`config.mk`:
```
export PLATFORM = sky130hd
export DESIGN_NAME = vx_tex_csr_bank
export DESIGN_NICKNAME = d
export VERILOG_FILES = /design/src/rtl/vx_tex_csr_bank.sv
export SDC_FILE = /design/constraint.sdc
export NUM_CORES = 1
export LEC_CHECK = 0
export BUFFER_PORTS_ARGS = -buffer_cell sky130_fd_sc_hd__buf_2
export CORE_MARGIN = 3
export CORE_UTILIZATION = 32
export DETAILED_ROUTE_END_ITERATION = 10
export HOLD_SLACK_MARGIN = 0.08
export PLACE_DENSITY = 0.63
export REMOVE_ABC_BUFFERS = 1
export SLEW_MARGIN = 20
export SYNTH_ARGS = -nofsm -noshare
export SYNTH_HDL_FRONTEND = slang
export SYNTH_SLANG_ARGS = --single-unit
```
`constraint.sdc`:
```
create_clock -name clk -period 2.8 [get_ports clk]
set_input_delay 0.14 -clock clk [delete_from_list [all_inputs] [get_ports clk]]
set_output_delay 0.14 -clock clk [all_outputs]
set_load 0.005 [all_outputs]
```
`src/rtl/vx_tex_csr_bank.sv`:
```
// Texture CSR bank: per-stage shadow state written over CSR, atomically committed to active
// state once the stage drains. Define VX_TEX_CSR_PERF_EN to add stall performance counters.
`ifndef CSR_ADDR_BITS
`define CSR_ADDR_BITS 12
`endif
`ifndef UUID_BITS
`define UUID_BITS 44
`endif

module vx_tex_csr_bank #(
  parameter int NUM_STAGES = 4,
  parameter logic [`CSR_ADDR_BITS-1:0] CSR_BASE = 12'h7C0,
  parameter int CNT_W = 4,
  localparam int SW = (NUM_STAGES > 1) ? $clog2(NUM_STAGES) : 1
) (
  input  logic                       clk,
  input  logic                       reset_n,
  input  logic                       write_enable,
  input  logic [`CSR_ADDR_BITS-1:0]  write_addr,
  input  logic [31:0]                write_data,
  input  logic [`UUID_BITS-1:0]      write_uuid,
  input  logic                       tex_req_valid,
  input  logic [SW-1:0]              tex_req_stage,
  output logic                       tex_req_ready,
  input  logic                       tex_rsp_valid,
  input  logic [SW-1:0]              tex_rsp_stage,
  output logic [NUM_STAGES*32-1:0]   stage_addr,
  output logic [NUM_STAGES*8-1:0]    stage_logdim,
  output logic [NUM_STAGES*3-1:0]    stage_format,
  output logic [NUM_STAGES*4-1:0]    stage_wrap,
  output logic [NUM_STAGES-1:0]      stage_filter,
  output logic [NUM_STAGES-1:0]      commit_pending,
  output logic [`UUID_BITS-1:0]      commit_uuid
`ifdef VX_TEX_CSR_PERF_EN
  ,
  output logic [31:0]                perf_commit_stalls,
  output logic [31:0]                perf_req_stalls
`endif
);

  localparam logic [CNT_W-1:0] CNT_MAX = '1;

  logic [2:0]              r_select;
  logic [31:0]             r_shAddr   [NUM_STAGES];
  logic [7:0]              r_shLogdim [NUM_STAGES];
  logic [2:0]              r_shFormat [NUM_STAGES];
  logic [3:0]              r_shWrap   [NUM_STAGES];
  logic                    r_shFilter [NUM_STAGES];
  logic [31:0]             r_acAddr   [NUM_STAGES];
  logic [7:0]              r_acLogdim [NUM_STAGES];
  logic [2:0]              r_acFormat [NUM_STAGES];
  logic [3:0]              r_acWrap   [NUM_STAGES];
  logic                    r_acFilter [NUM_STAGES];
  logic [CNT_W-1:0]        r_inflight [NUM_STAGES];
  logic [NUM_STAGES-1:0]   r_pending;
  logic [`UUID_BITS-1:0]   r_commitUuid;

  logic [`CSR_ADDR_BITS-1:0] w_delta;
  logic                      w_inBank;
  logic [2:0]                w_offset;
  logic                      w_selValid;
  logic                      w_fieldWr;
  logic [NUM_STAGES-1:0]     w_commitSet;
  logic [NUM_STAGES-1:0]     w_commitNow;
  logic [NUM_STAGES-1:0]     w_stageReady;
  logic [NUM_STAGES-1:0]     w_fire;
  logic [NUM_STAGES-1:0]     w_rsp;

  // Unsigned wraparound of the subtraction makes one compare cover both bank bounds.
  assign w_delta     = write_addr - CSR_BASE;
  assign w_inBank    = write_enable && (w_delta < `CSR_ADDR_BITS'(8));
  assign w_offset    = w_delta[2:0];
  assign w_selValid  = ({1'b0, r_select} < 4'(NUM_STAGES));
  assign w_fieldWr   = w_inBank && w_selValid && (w_offset >= 3'd1) && (w_offset <= 3'd5);
  assign w_commitSet = (w_inBank && (w_offset == 3'd7)) ? write_data[NUM_STAGES-1:0] : '0;

  always_comb begin
    w_stageReady = '0;
    w_commitNow  = '0;
    for (int s = 0; s < NUM_STAGES; s++) begin
      w_stageReady[s] = !r_pending[s] && (r_inflight[s] != CNT_MAX);
      w_commitNow[s]  = r_pending[s] && (r_inflight[s] == '0);
    end
  end

  // Stage match by loop keeps out-of-range stage numbers from indexing past the arrays.
  always_comb begin
    tex_req_ready = 1'b0;
    for (int s = 0; s < NUM_STAGES; s++) begin
      if (tex_req_stage == SW'(s)) tex_req_ready = w_stageReady[s];
    end
  end

  always_comb begin
    w_fire = '0;
    w_rsp  = '0;
    for (int s = 0; s < NUM_STAGES; s++) begin
      w_fire[s] = tex_req_valid && tex_req_ready && (tex_req_stage == SW'(s));
      w_rsp[s]  = tex_rsp_valid && (tex_rsp_stage == SW'(s));
    end
  end

  always_ff @(posedge clk or negedge reset_n) begin
    if (!reset_n) begin
      r_select     <= '0;
      r_commitUuid <= '0;
      for (int s = 0; s < NUM_STAGES; s++) begin
        r_shAddr[s]   <= '0;
        r_shLogdim[s] <= '0;
        r_shFormat[s] <= '0;
        r_shWrap[s]   <= '0;
        r_shFilter[s] <= 1'b0;
      end
    end else begin
      if (w_inBank && (w_offset == 3'd0)) r_select <= write_data[2:0];
      if (w_inBank && (w_offset == 3'd7)) r_commitUuid <= write_uuid;
      for (int s = 0; s < NUM_STAGES; s++) begin
        if (w_fieldWr && (r_select == 3'(s))) begin
          case (w_offset)
            3'd1:    r_shAddr[s]   <= write_data;
            3'd2:    r_shLogdim[s] <= write_data[7:0];
            3'd3:    r_shFormat[s] <= write_data[2:0];
            3'd4:    r_shWrap[s]   <= write_data[3:0];
            3'd5:    r_shFilter[s] <= write_data[0];
            default: ;
          endcase
        end
      end
    end
  end

  // A COMMIT write in the same cycle as a commit edge re-arms pending (set beats clear).
  always_ff @(posedge clk or negedge reset_n) begin
    if (!reset_n) begin
      r_pending <= '0;
      for (int s = 0; s < NUM_STAGES; s++) begin
        r_inflight[s] <= '0;
        r_acAddr[s]   <= '0;
        r_acLogdim[s] <= '0;
        r_acFormat[s] <= '0;
        r_acWrap[s]   <= '0;
        r_acFilter[s] <= 1'b0;
      end
    end else begin
      for (int s = 0; s < NUM_STAGES; s++) begin
        r_pending[s] <= (r_pending[s] && !w_commitNow[s]) || w_commitSet[s];
        if (w_commitNow[s]) begin
          r_acAddr[s]   <= r_shAddr[s];
          r_acLogdim[s] <= r_shLogdim[s];
          r_acFormat[s] <= r_shFormat[s];
          r_acWrap[s]   <= r_shWrap[s];
          r_acFilter[s] <= r_shFilter[s];
        end
        if (w_fire[s] && !w_rsp[s]) begin
          r_inflight[s] <= r_inflight[s] + CNT_W'(1);
        end else if (w_rsp[s] && !w_fire[s] && (r_inflight[s] != '0)) begin
          r_inflight[s] <= r_inflight[s] - CNT_W'(1);
        end
      end
    end
  end

  for (genvar g = 0; g < NUM_STAGES; g++) begin : g_stage
    assign stage_addr[g*32 +: 32]  = r_acAddr[g];
    assign stage_logdim[g*8 +: 8]  = r_acLogdim[g];
    assign stage_format[g*3 +: 3]  = r_acFormat[g];
    assign stage_wrap[g*4 +: 4]    = r_acWrap[g];
    assign stage_filter[g]         = r_acFilter[g];

    a_rspUnderflow : assert property (@(posedge clk) disable iff (!reset_n)
      !(w_rsp[g] && !w_fire[g] && (r_inflight[g] == '0)));
  end

  assign commit_pending = r_pending;
  assign commit_uuid    = r_commitUuid;

`ifdef VX_TEX_CSR_PERF_EN
  logic [31:0] r_perfCommit;
  logic [31:0] r_perfReq;
  logic        w_drainStall;

  // A pending stage that cannot commit yet is exactly one with a nonzero counter.
  assign w_drainStall = |(r_pending & ~w_commitNow);

  always_ff @(posedge clk or negedge reset_n) begin
    if (!reset_n) begin
      r_perfCommit <= '0;
      r_perfReq    <= '0;
    end else begin
      if (w_drainStall) r_perfCommit <= r_perfCommit + 32'd1;
      if (tex_req_valid && !tex_req_ready) r_perfReq <= r_perfReq + 32'd1;
    end
  end

  assign perf_commit_stalls = r_perfCommit;
  assign perf_req_stalls    = r_perfReq;
`endif

endmodule

```
==> flow_summary_export.csv, run 1 <==
group,metric,value,unit
run_status,status,"completed",
timing,fin_worst_skew,0.0178,ns
timing,hold_slack,0.124,ns
layout,drive_gt1_share,56.9,%
flow_run,max_cap_violations,0,
timing,grt_setup_unrepaired,"no",
floorplanning,die_area,57700,um2
power_and_ir_drop,power.leakage,12.3,nW
yosys,synthCells,1087,
timing,setup_viol,0,
yosys,ys_warn_count,0,
timing,fmax,0.377,GHz
critical_path,slowest_delay,0.39,ns
global_routing,grt_antenna_before_repair,0,
placed_design,gp_congestion,0.763,
power_and_ir_drop,finalPower,14.2,mW
timing,post-route-min-period,2.65,ns
cts,clk_pin_slew,0.06,ns
layout,design_area,22700,um2
critical_path,crit_arrival,3.11,ns
critical_path,end_kind,"register",
critical_path,cp_cell_sequence,"nor4bb_2, and3_1, inv_1, ha_1, a21o_1, a21oi_1, mux2_2, mux2_2",
global_routing,overflow,0,
cts,cts_max_level,2,
critical_path,path_class,"reg2reg",
timing,tightest_slew,0.997,ns
detailed_routing,drt_wl_total,44600,um
cts,cts_max_path_buffers,3,
critical_path,cpMaxStageDelayCell,"dfrtp_1",
critical_path,path_max_fanout,5,
critical_path,cp_common_cell,"mux2_2",
yosys,avgSynthCellArea,16.2,um2
detailed_routing,drtAntennaViolNets,0,
detailed_routing,first_iter_violations,446,
timing,finalCritPeriodShare,94.7,%
critical_path,crit_path_start_kind,"register",
yosys,synth_cell_type_count,47,
floorplanning,initial_core_util,32.5,%
global_routing,track_usage,15.4,%
detailed_routing,drtPass1Iterations,4,
timing,hold_viol,0,
floorplanning,num_rows,85,
yosys,syn_area,17600,um2
yosys,synthAdderAreaFrac,1.03,%
yosys,synth_seq_cells,451,
yosys,synth_flop_cell,"dfrtp_1",
timing,final.setup.tns,0,ns
timing,drv_slew,0,
yosys,synth_top_family_by_area,"multiplexers",
power_and_ir_drop,p_per_area,625,nW/um2
yosys,synth-compound-area-share,1.25,%
critical_path,worst_ep_required_time,3.25,ns
yosys,yosysSeqAreaShare,64.3,%
layout,fillerInstances,4997,
detailed_routing,route.vias.total,10800,
yosys,synthSimpleGateAreaFrac,3.11,%
yosys,yosys.area_share.xor_xnor,0.399,%
placed_design,dpl-instance-area,20400,um2
placed_design,dpl.cell_count,2106,
layout,finalNetCount,1646,
layout,final_cell_count_no_fill,2270,
placed_design,dp_hpwl,28300,um
layout,syn2layout_area_growth,29.4,%
global_routing,grt_max_degree,72,
placed_design,port_buffers,337,
power_and_ir_drop,peakVddDrop,458,uV
yosys,synth_mux_area_share,28.6,%
yosys,synth_edf_count,0,
floorplanning,core_area,54000,um2
cts,cts.sinks,451,
floorplanning,ios,338,
cts,clk_latency,0.58,ns
yosys,async_reset_ff_share,100,%
layout,diodes,0,
global_routing,grt_first_pass_wirelength,68600,um
floorplanning,die_h,240,um
min_path,hp-class,"in2async",
detailed_routing,via_per_inst,4.75,
floorplanning,die_x,240,um
timing,slew_headroom,33.5,%
detailed_routing,drc,0,
global_routing,first_global_vias,11600,
detailed_routing,wl_per_cell,19.6,um
cts,cts_tree,"yes",
cts,cts_buffers,48,
cts,root_buffer,"clkbuf_16",
[cells in the mapped netlist (all sizes together) (3+ instances only)]
library cell	number	share of area (%)
a211oi	4	0.17
a21o	4	0.17
a21oi	6	0.17
and3	6	0.23
and4	3	0.15
buf	21	0.59
clkbuf	24	0.51
dfrtp	451	64
fa	4	0.46
ha	8	0.57
inv	13	0.28
mux2	434	28
mux2i	10	0.57
nand2	11	0.24
nand3	6	0.17
nand4	7	0.25
nor2	17	0.45
nor3	7	0.20
nor3b	3	0.16
nor4	4	0.14
o2bb2ai	12	0.60
xnor2	8	0.40
[cell families after synthesis]
logic type | after synthesis
xor+xnor | 8
fa+ha+maj | 12
simple gates | 84
mux | 444
compound gates | 30
flops | 451
buf+inv | 58
[metrics by stage]
step	util, %	worst slack [ns]
6_report	42.1	0.147
5_1_grt	42.1	0.00266
4_1_cts	42.0	0.122
3_5_place_dp	37.7	0.141
3_3_place_gp	37.7	0.207
2_1_floorplan	-	-0.426
[sequential cells by signal, indices dropped and copies added, names as in the netlist]
register	count
r_shAddr	128
stage_filter	4
stage_wrap	16
commit_pending	4
r_shWrap	16
r_shLogdim	32
stage_addr	128
commit_uuid	44
r_shFilter	4
stage_logdim	32
r_inflight	16
stage_format	12
r_shFormat	12
r_select	3
[worst max-delay path: cells and delay by family (launching register included)]
family	cells	cell delay, ns
buf+inv	1	0.11
simple gates	2	0.69
fa+ha+maj	1	0.30
flops	1	0.39
mux	2	0.62
compound gates	2	0.42
[what timing repair did]
action / 4_1_cts / 5_1_grt
resized for setup: 0 / 2
buffers inserted: 0 / 0
hold endpoints to repair: 463 / 0
hold buffers: 77 / 0
setup endpoints to repair: 0 / 2
[routing by layer]
layer	share of wire (%)	up-vias	global-route usage, %	wire (um)
met1	42	5636	19.3	18900
met4	2.6	0	4.92	1150
met3	6.3	77	4.48	2790
met2	49	260	25.6	21700
met5	0	-	0	0
li1	-	4806	-	-
[cell usage in the layout (no fill, tap or decap), types with 3 or more instances in the layout]
cell and count:
a21o_1 4, fa_1 4, mux2i_1 10, clkbuf_16 49, and3_1 4, nor3_1 6
nor2_4 4, clkbuf_1 12, nor4_1 4, buf_12 11, o2bb2ai_1 12, nor2_2 3
nand2_4 3, clkinvlp_4 4, clkbuf_8 8, mux2_2 423, inv_1 13, buf_2 336
dfrtp_1 451, mux2_1 3, and4_1 3, nand3_1 6, xnor2_1 8, clkinv_2 9
nand2_1 7, nand4_1 7, bufinv_16 3, nor2_1 10, a21oi_1 6, a211oi_1 4
dlygate4sd3_1 77, mux2_4 8, buf_4 20, ha_1 8
[cell type report]
class	count	area [um2]	share of cell area [%]
clock buffers	69	1380	6.08
clock inverters	18	205	0.903
inverters	13	48.8	0.215
multi-input cells	578	6090	26.8
flip-flops and latches	451	11300	49.7
well taps	696	871	3.83
repair buffers	445	2840	12.5
[power breakdown]
part | switching [mW] | internal, mW
clock | 2.61 | 3.73
combinational | 0.531 | 0.502
sequential | 0.183 | 6.64
[worst paths after layout]
| path | startpoint | end | slack [ns] | cells past startpoint |
|---|---|---|---|---|
| setup reg to reg | commit_pending[1] | r_inflight[11] | 0.15 | 8 |
| hold / removal | reset_n | r_shAddr[122] | 0.12 | 2 |
| max in group asynchronous | reset_n | commit_uuid[25] | 1.69 | 4 |
| setup / recovery | commit_pending[1] | r_inflight[11] | 0.15 | 8 |
| min in group clk | write_data[0] | commit_pending[0] | 0.13 | 2 |
| hold reg to reg | r_shAddr[1] | r_shAddr[1] | 0.49 | 1 |
Power figures use the tool's default switching activity.
==> run 2: changes to the inputs <==
--- a/config.mk
+++ b/config.mk
@@ -6,11 +6,12 @@
 export NUM_CORES = 1
 export LEC_CHECK = 0
 export BUFFER_PORTS_ARGS = -buffer_cell sky130_fd_sc_hd__buf_2
+export CORE_ASPECT_RATIO = 0.8
 export CORE_MARGIN = 3
-export CORE_UTILIZATION = 32
+export CORE_UTILIZATION = 55
 export DETAILED_ROUTE_END_ITERATION = 10
 export HOLD_SLACK_MARGIN = 0.08
-export PLACE_DENSITY = 0.63
+export PLACE_DENSITY = 0.91
 export REMOVE_ABC_BUFFERS = 1
 export SLEW_MARGIN = 20
 export SYNTH_ARGS = -nofsm -noshare
==> run 2 against run 1 <==
Net effect: register-to-register slack worse by 0.03 ns; total power shrank 5.0%; die area is 41% lower; fmax fell by 1.2%; non-clock buffer count shrank 7; clock power decreased by 11%; count of clock-buffer cells in the layout fell by 8; flip-flop and latch count unchanged; core utilization increased by 29 points; sequential share of layout area is 1.7 points higher.
==> flow_summary_export.csv, run 2 (synthesis gave the netlist of run 1 again) <==
group,metric,value,unit
run_status,status,"completed",
critical_path,end_kind,"register",
global_routing,grt_max_degree,74,
global_routing,grt_antenna_before_repair,1,
global_routing,overflow,0,
timing,hold_viol,0,
placed_design,post-place-ws,0.0273,ns
detailed_routing,route.vias.total,11100,
critical_path,path_class,"reg2reg",
timing,drv_slew,0,
layout,syn2layout_area_growth,25.2,%
placed_design,gp_congestion,0.827,
floorplanning,die_h,166,um
layout,layout_commonest_cell,"dfrtp_1",
cts,cts_tree,"yes",
critical_path,worst_ep_required_time,3.22,ns
detailed_routing,first_iter_violations,681,
timing,slew_headroom,42.2,%
global_routing,grt_first_pass_wirelength,72100,um
cts,clk_pin_slew,0.06,ns
detailed_routing,drc,0,
global_routing,first_global_vias,12400,
timing,finalCritPeriodShare,95.9,%
timing,setup_viol,0,
flow_run,max_cap_violations,0,
power_and_ir_drop,finalPower,13.5,mW
cts,cts_max_level,2,
detailed_routing,drtAntennaViolNets,0,
timing,tightest_slew,0.867,ns
layout,mostFrequentLayoutCells,"451 x dfrtp_1, 423 x mux2_2, 336 x buf_2",
timing,post-route-min-period,2.68,ns
min_path,hp-class,"in2reg",
critical_path,path_max_fanout,6,
layout,drive_gt1_share,56.4,%
power_and_ir_drop,peakVddDrop,482,uV
timing,timing.final.ws_setup,0.116,ns
cts,cts.sinks,451,
critical_path,crit_arrival,3.11,ns
floorplanning,initial_core_util,56.9,%
floorplanning,die_area,34100,um2
floorplanning,die_x,206,um
layout,diodes,0,
detailed_routing,drt_wl_total,46300,um
cts,cts_buffers,43,
cts,clk_latency,0.54,ns
layout,final_util,71.2,%
global_routing,track_usage,27.2,%
detailed_routing,wl_per_cell,23.6,um
placed_design,dp_hpwl,28000,um
cts,root_buffer,"clkbuf_16",
floorplanning,num_rows,57,
cts,cts_max_path_buffers,3,
placed_design,port_buffers,337,
power_and_ir_drop,p_per_area,613,nW/um2
timing,fin_worst_skew,0.0191,ns
floorplanning,ios,338,
floorplanning,core_area,30900,um2
detailed_routing,drtPass1Iterations,6,
timing,fmax,0.373,GHz
power_and_ir_drop,power.leakage,12.1,nW
detailed_routing,via_per_inst,5.66,
critical_path,crit_path_start_kind,"register",
layout,finalNetCount,1634,
-- run 2: worst paths after layout --
kind | start | to | slack (ns) | cells after the start
max | commit_pending[0] | r_inflight[15] | 0.12 | 8
min | write_data[2] | commit_pending[2] | 0.11 | 2
max reg2reg | commit_pending[0] | r_inflight[15] | 0.12 | 8
min reg2reg | r_shAddr[70] | r_shAddr[70] | 0.50 | 1
max in group asynchronous | reset_n | r_shLogdim[5] | 1.55 | 3
min in group asynchronous | reset_n | commit_uuid[32] | 0.16 | 2
-- run 2: through the flow --
stage | std cells | hold slack, ns | setup TNS (ns) | area [um2]
2_1_floorplan | 1042 | -0.156 | -19.21 | 17400
3_3_place_gp | 1818 | 0.143 | 0 | 19900
3_5_place_dp | 1818 | 0.149 | 0 | 19900
4_1_cts | 1964 | 0.0937 | 0 | 22000
5_1_grt | 1964 | 0.105 | -0.0370 | 22000
6_report | 1964 | 0.109 | 0 | 22000
-- run 2: cell type report --
| cell class | instances | area (um2) |
|---|---|---|
| Fill cell | 1850 | 8890 |
| Sequential cell | 451 | 11300 |
| Clock inverter | 10 | 128 |
| Clock buffer | 61 | 1210 |
| Inverter | 13 | 48.8 |
| Tap cell | 413 | 517 |
| Timing Repair Buffer | 438 | 2720 |
| Multi-Input combinational cell | 578 | 6090 |
-- run 2: power breakdown --
group	total (mW)	internal (mW)	switching (mW)
logic	1.01	0.477	0.535
clock network	5.64	3.26	2.38
registers	6.82	6.64	0.186
-- run 2: worst max-delay path: stages (launching register included) --
cell and delay, ns:
dfrtp_1 0.44, or4b_2 0.70, nor3_4 0.21, inv_1 0.15, ha_1 0.30, a21o_1 0.20, a21oi_2 0.23, mux2i_1 0.24
mux2i_1 0.10
-- run 2: timing repair --
action                     in CTS  in global routing
hold buffers                   75                  0
hold endpoints to repair      308                  0
setup endpoints to repair       1                  2
setup buffers                   0                  0
resized for setup               1                  3
-- run 2: metal layers --
layer / GRT usage (%) / up-vias / share of wire (%)
met5: 0 / - / 0.032
met4: 10.6 / 2 / 3.7
met3: 6.86 / 121 / 6.8
met2: 45.2 / 432 / 50
met1: 34.4 / 5806 / 40
li1: - / 4764 / -
==> run 3: changes to the inputs <==
--- a/config.mk
+++ b/config.mk
@@ -5,7 +5,7 @@
 export SDC_FILE = /design/constraint.sdc
 export NUM_CORES = 1
 export LEC_CHECK = 0
-export BUFFER_PORTS_ARGS = -buffer_cell sky130_fd_sc_hd__buf_2
+export BUFFER_PORTS_ARGS = -buffer_cell sky130_fd_sc_hd__buf_4
 export CORE_ASPECT_RATIO = 0.8
 export CORE_MARGIN = 3
 export CORE_UTILIZATION = 55
==> run 3 against run 2 <==
Net effect: non-clock buffer count rose by 2; core utilization rose by 3.0 points; register-to-register slack improved by 0.02 ns; die area did not move; highest routed layer is now met4.
==> flow_summary_export.csv, run 3 (synthesis gave the netlist of run 1 again) <==
group,metric,value,unit
run_status,status,"completed",
placed_design,dp_hpwl,27500,um
flow_run,max_cap_violations,0,
placed_design,gp_congestion,0.812,
floorplanning,die_h,166,um
power_and_ir_drop,p_per_area,598,nW/um2
timing,slew_headroom,41.8,%
timing,drv_slew,0,
layout,syn2layout_area_growth,30.4,%
global_routing,track_usage,27.9,%
cts,cts_tree,"yes",
timing,grt_setup_unrepaired,"no",
detailed_routing,first_iter_violations,670,
cts,cts_max_level,2,
timing,hold_slack,0.123,ns
critical_path,cp_cell_sequence,"nor4bb_2, and3_1, inv_1, ha_1, a21o_1, a21oi_1, mux2_2, mux2_2",
timing,finalCritPeriodShare,95.1,%
timing,hold_viol,0,
floorplanning,initial_core_util,56.9,%
layout,final_util,74.2,%
power_and_ir_drop,peakVddDrop,599,uV
critical_path,path_class,"reg2reg",
detailed_routing,wl_met3,3050,um
floorplanning,num_rows,57,
floorplanning,die_area,34100,um2
global_routing,grt_first_pass_wirelength,73600,um
cts,clk_pin_slew,0.06,ns
cts,cts_max_path_buffers,3,
critical_path,path_max_fanout,5,
floorplanning,die_x,206,um
layout,mostFrequentLayoutCells,"451 x dfrtp_1, 423 x mux2_2, 358 x buf_4",
detailed_routing,wl_met1,18800,um
critical_path,end_kind,"register",
detailed_routing,top_layer,"met4",
timing,fmax,0.376,GHz
cts,cts.sinks,451,
layout,finalNetCount,1636,
layout,drive_gt1_share,56.7,%
cts,cts_buffers,43,
floorplanning,ios,338,
timing,post-route-min-period,2.66,ns
layout,layout_commonest_cell,"dfrtp_1",
detailed_routing,drtPass1Iterations,5,
min_path,hp-class,"in2async",
critical_path,slowest_delay,0.43,ns
timing,setup_viol,0,
cts,root_buffer,"clkbuf_16",
critical_path,crit_arrival,3.08,ns
placed_design,port_buffers,337,
detailed_routing,wl_met2,23800,um
critical_path,crit_path_start_kind,"register",
timing,tightest_slew,0.874,ns
floorplanning,core_area,30900,um2
global_routing,first_global_vias,12500,
detailed_routing,drtAntennaViolNets,0,
layout,fillerInstances,1723,
critical_path,cpMaxStageDelayCell,"dfrtp_1",
global_routing,grt_antenna_before_repair,1,
critical_path,cp_common_cell,"mux2_2",
detailed_routing,wl_per_cell,24.1,um
cts,cts_setup_buffers,0,
power_and_ir_drop,power.leakage,12.1,nW
detailed_routing,drc,0,
detailed_routing,drt_wl_total,47500,um
timing,fin_worst_skew,0.0196,ns
detailed_routing,route.vias.total,11200,
global_routing,overflow,0,
detailed_routing,via_per_inst,5.66,
global_routing,grt_max_degree,90,
cts,clk_latency,0.55,ns
critical_path,worst_ep_required_time,3.22,ns
==> run 3: cell types whose count changed in the layout (fill, tap and decap cells not counted), moves of 2 or more <==
cell and change:
buf_4 +338, buf_2 -336, clkbuf_8 +9, clkbuf_1 -5
buf_12 -2, diode_2 +2, dlygate4sd3_1 +2
==> run 3: worst max-delay path: cells and delay by family (launching register included) <==
| family | cells | cell delay [ns] |
|---|---|---|
| and+or+nand+nor | 2 | 0.67 |
| adders and majority gates | 1 | 0.28 |
| DFF | 1 | 0.43 |
| AOI/OAI and AO/OA | 2 | 0.43 |
| buffers and inverters | 1 | 0.11 |
| muxes | 2 | 0.62 |
==> run 3: repair_timing <==
item                                   in CTS  in global routing
gates resized for setup                     1                  3
endpoints found under the hold margin     421                  0
hold buffers                               77                  0
pin swaps                                   0                  0
setup endpoints to repair                   1                  3
cloned                                      0                  0
==> run 3: cell type report <==
cell class | instances | area (um2) | area share, %
Clock inverter | 10 | 119 | 0.519
Sequential cell | 451 | 11300 | 49.3
Tap cell | 413 | 517 | 2.26
Antenna cell | 2 | 5.00 | 0.0219
Timing Repair Buffer | 440 | 3550 | 15.5
Clock buffer | 64 | 1290 | 5.62
Inverter | 13 | 48.8 | 0.213
Multi-Input combinational cell | 578 | 6090 | 26.6
==> run 3: report_power, final <==
part | total, mW | switching (mW) | internal [mW]
Combinational | 1.05 | 0.537 | 0.516
Sequential | 6.82 | 0.179 | 6.64
Clock | 5.83 | 2.47 | 3.36
==> run 3: path summary, 6_finish.rpt <==
path | start | end | slack [ns] | depth (start not counted)
setup / recovery | commit_pending[1] | r_inflight[11] | 0.14 | 8
hold / removal | reset_n | commit_uuid[32] | 0.12 | 2
setup reg to reg | commit_pending[1] | r_inflight[11] | 0.14 | 8
hold reg to reg | r_shAddr[1] | r_shAddr[1] | 0.49 | 1
max in group asynchronous | reset_n | stage_addr[68] | 1.59 | 3
min in group clk | write_addr[1] | r_select[0] | 0.12 | 4
==> run 3: stage by stage <==
stage / setup TNS, ns / worst slack [ns] / total power [mW] / instances / instance area [um2]
2_1_floorplan: -19.21 / -0.426 / 7.39 / 1042 / 17400
3_3_place_gp: 0 / 0.204 / 7.78 / 1818 / 20700
6_report: 0 / 0.138 / 13.7 / 1971 / 22900
5_1_grt: 0 / 0.0120 / 14.2 / 1970 / 22900
3_5_place_dp: 0 / 0.00864 / 7.85 / 1818 / 20700
4_1_cts: 0 / 0.115 / 13.7 / 1969 / 22900
==> run 3: routing by layer <==
layer  up-vias  track usage [%]
li1       4767                -
met1      5882             35.7
met2       401             46.9
met3       113             6.55
met4         0             9.82
met5         -                0
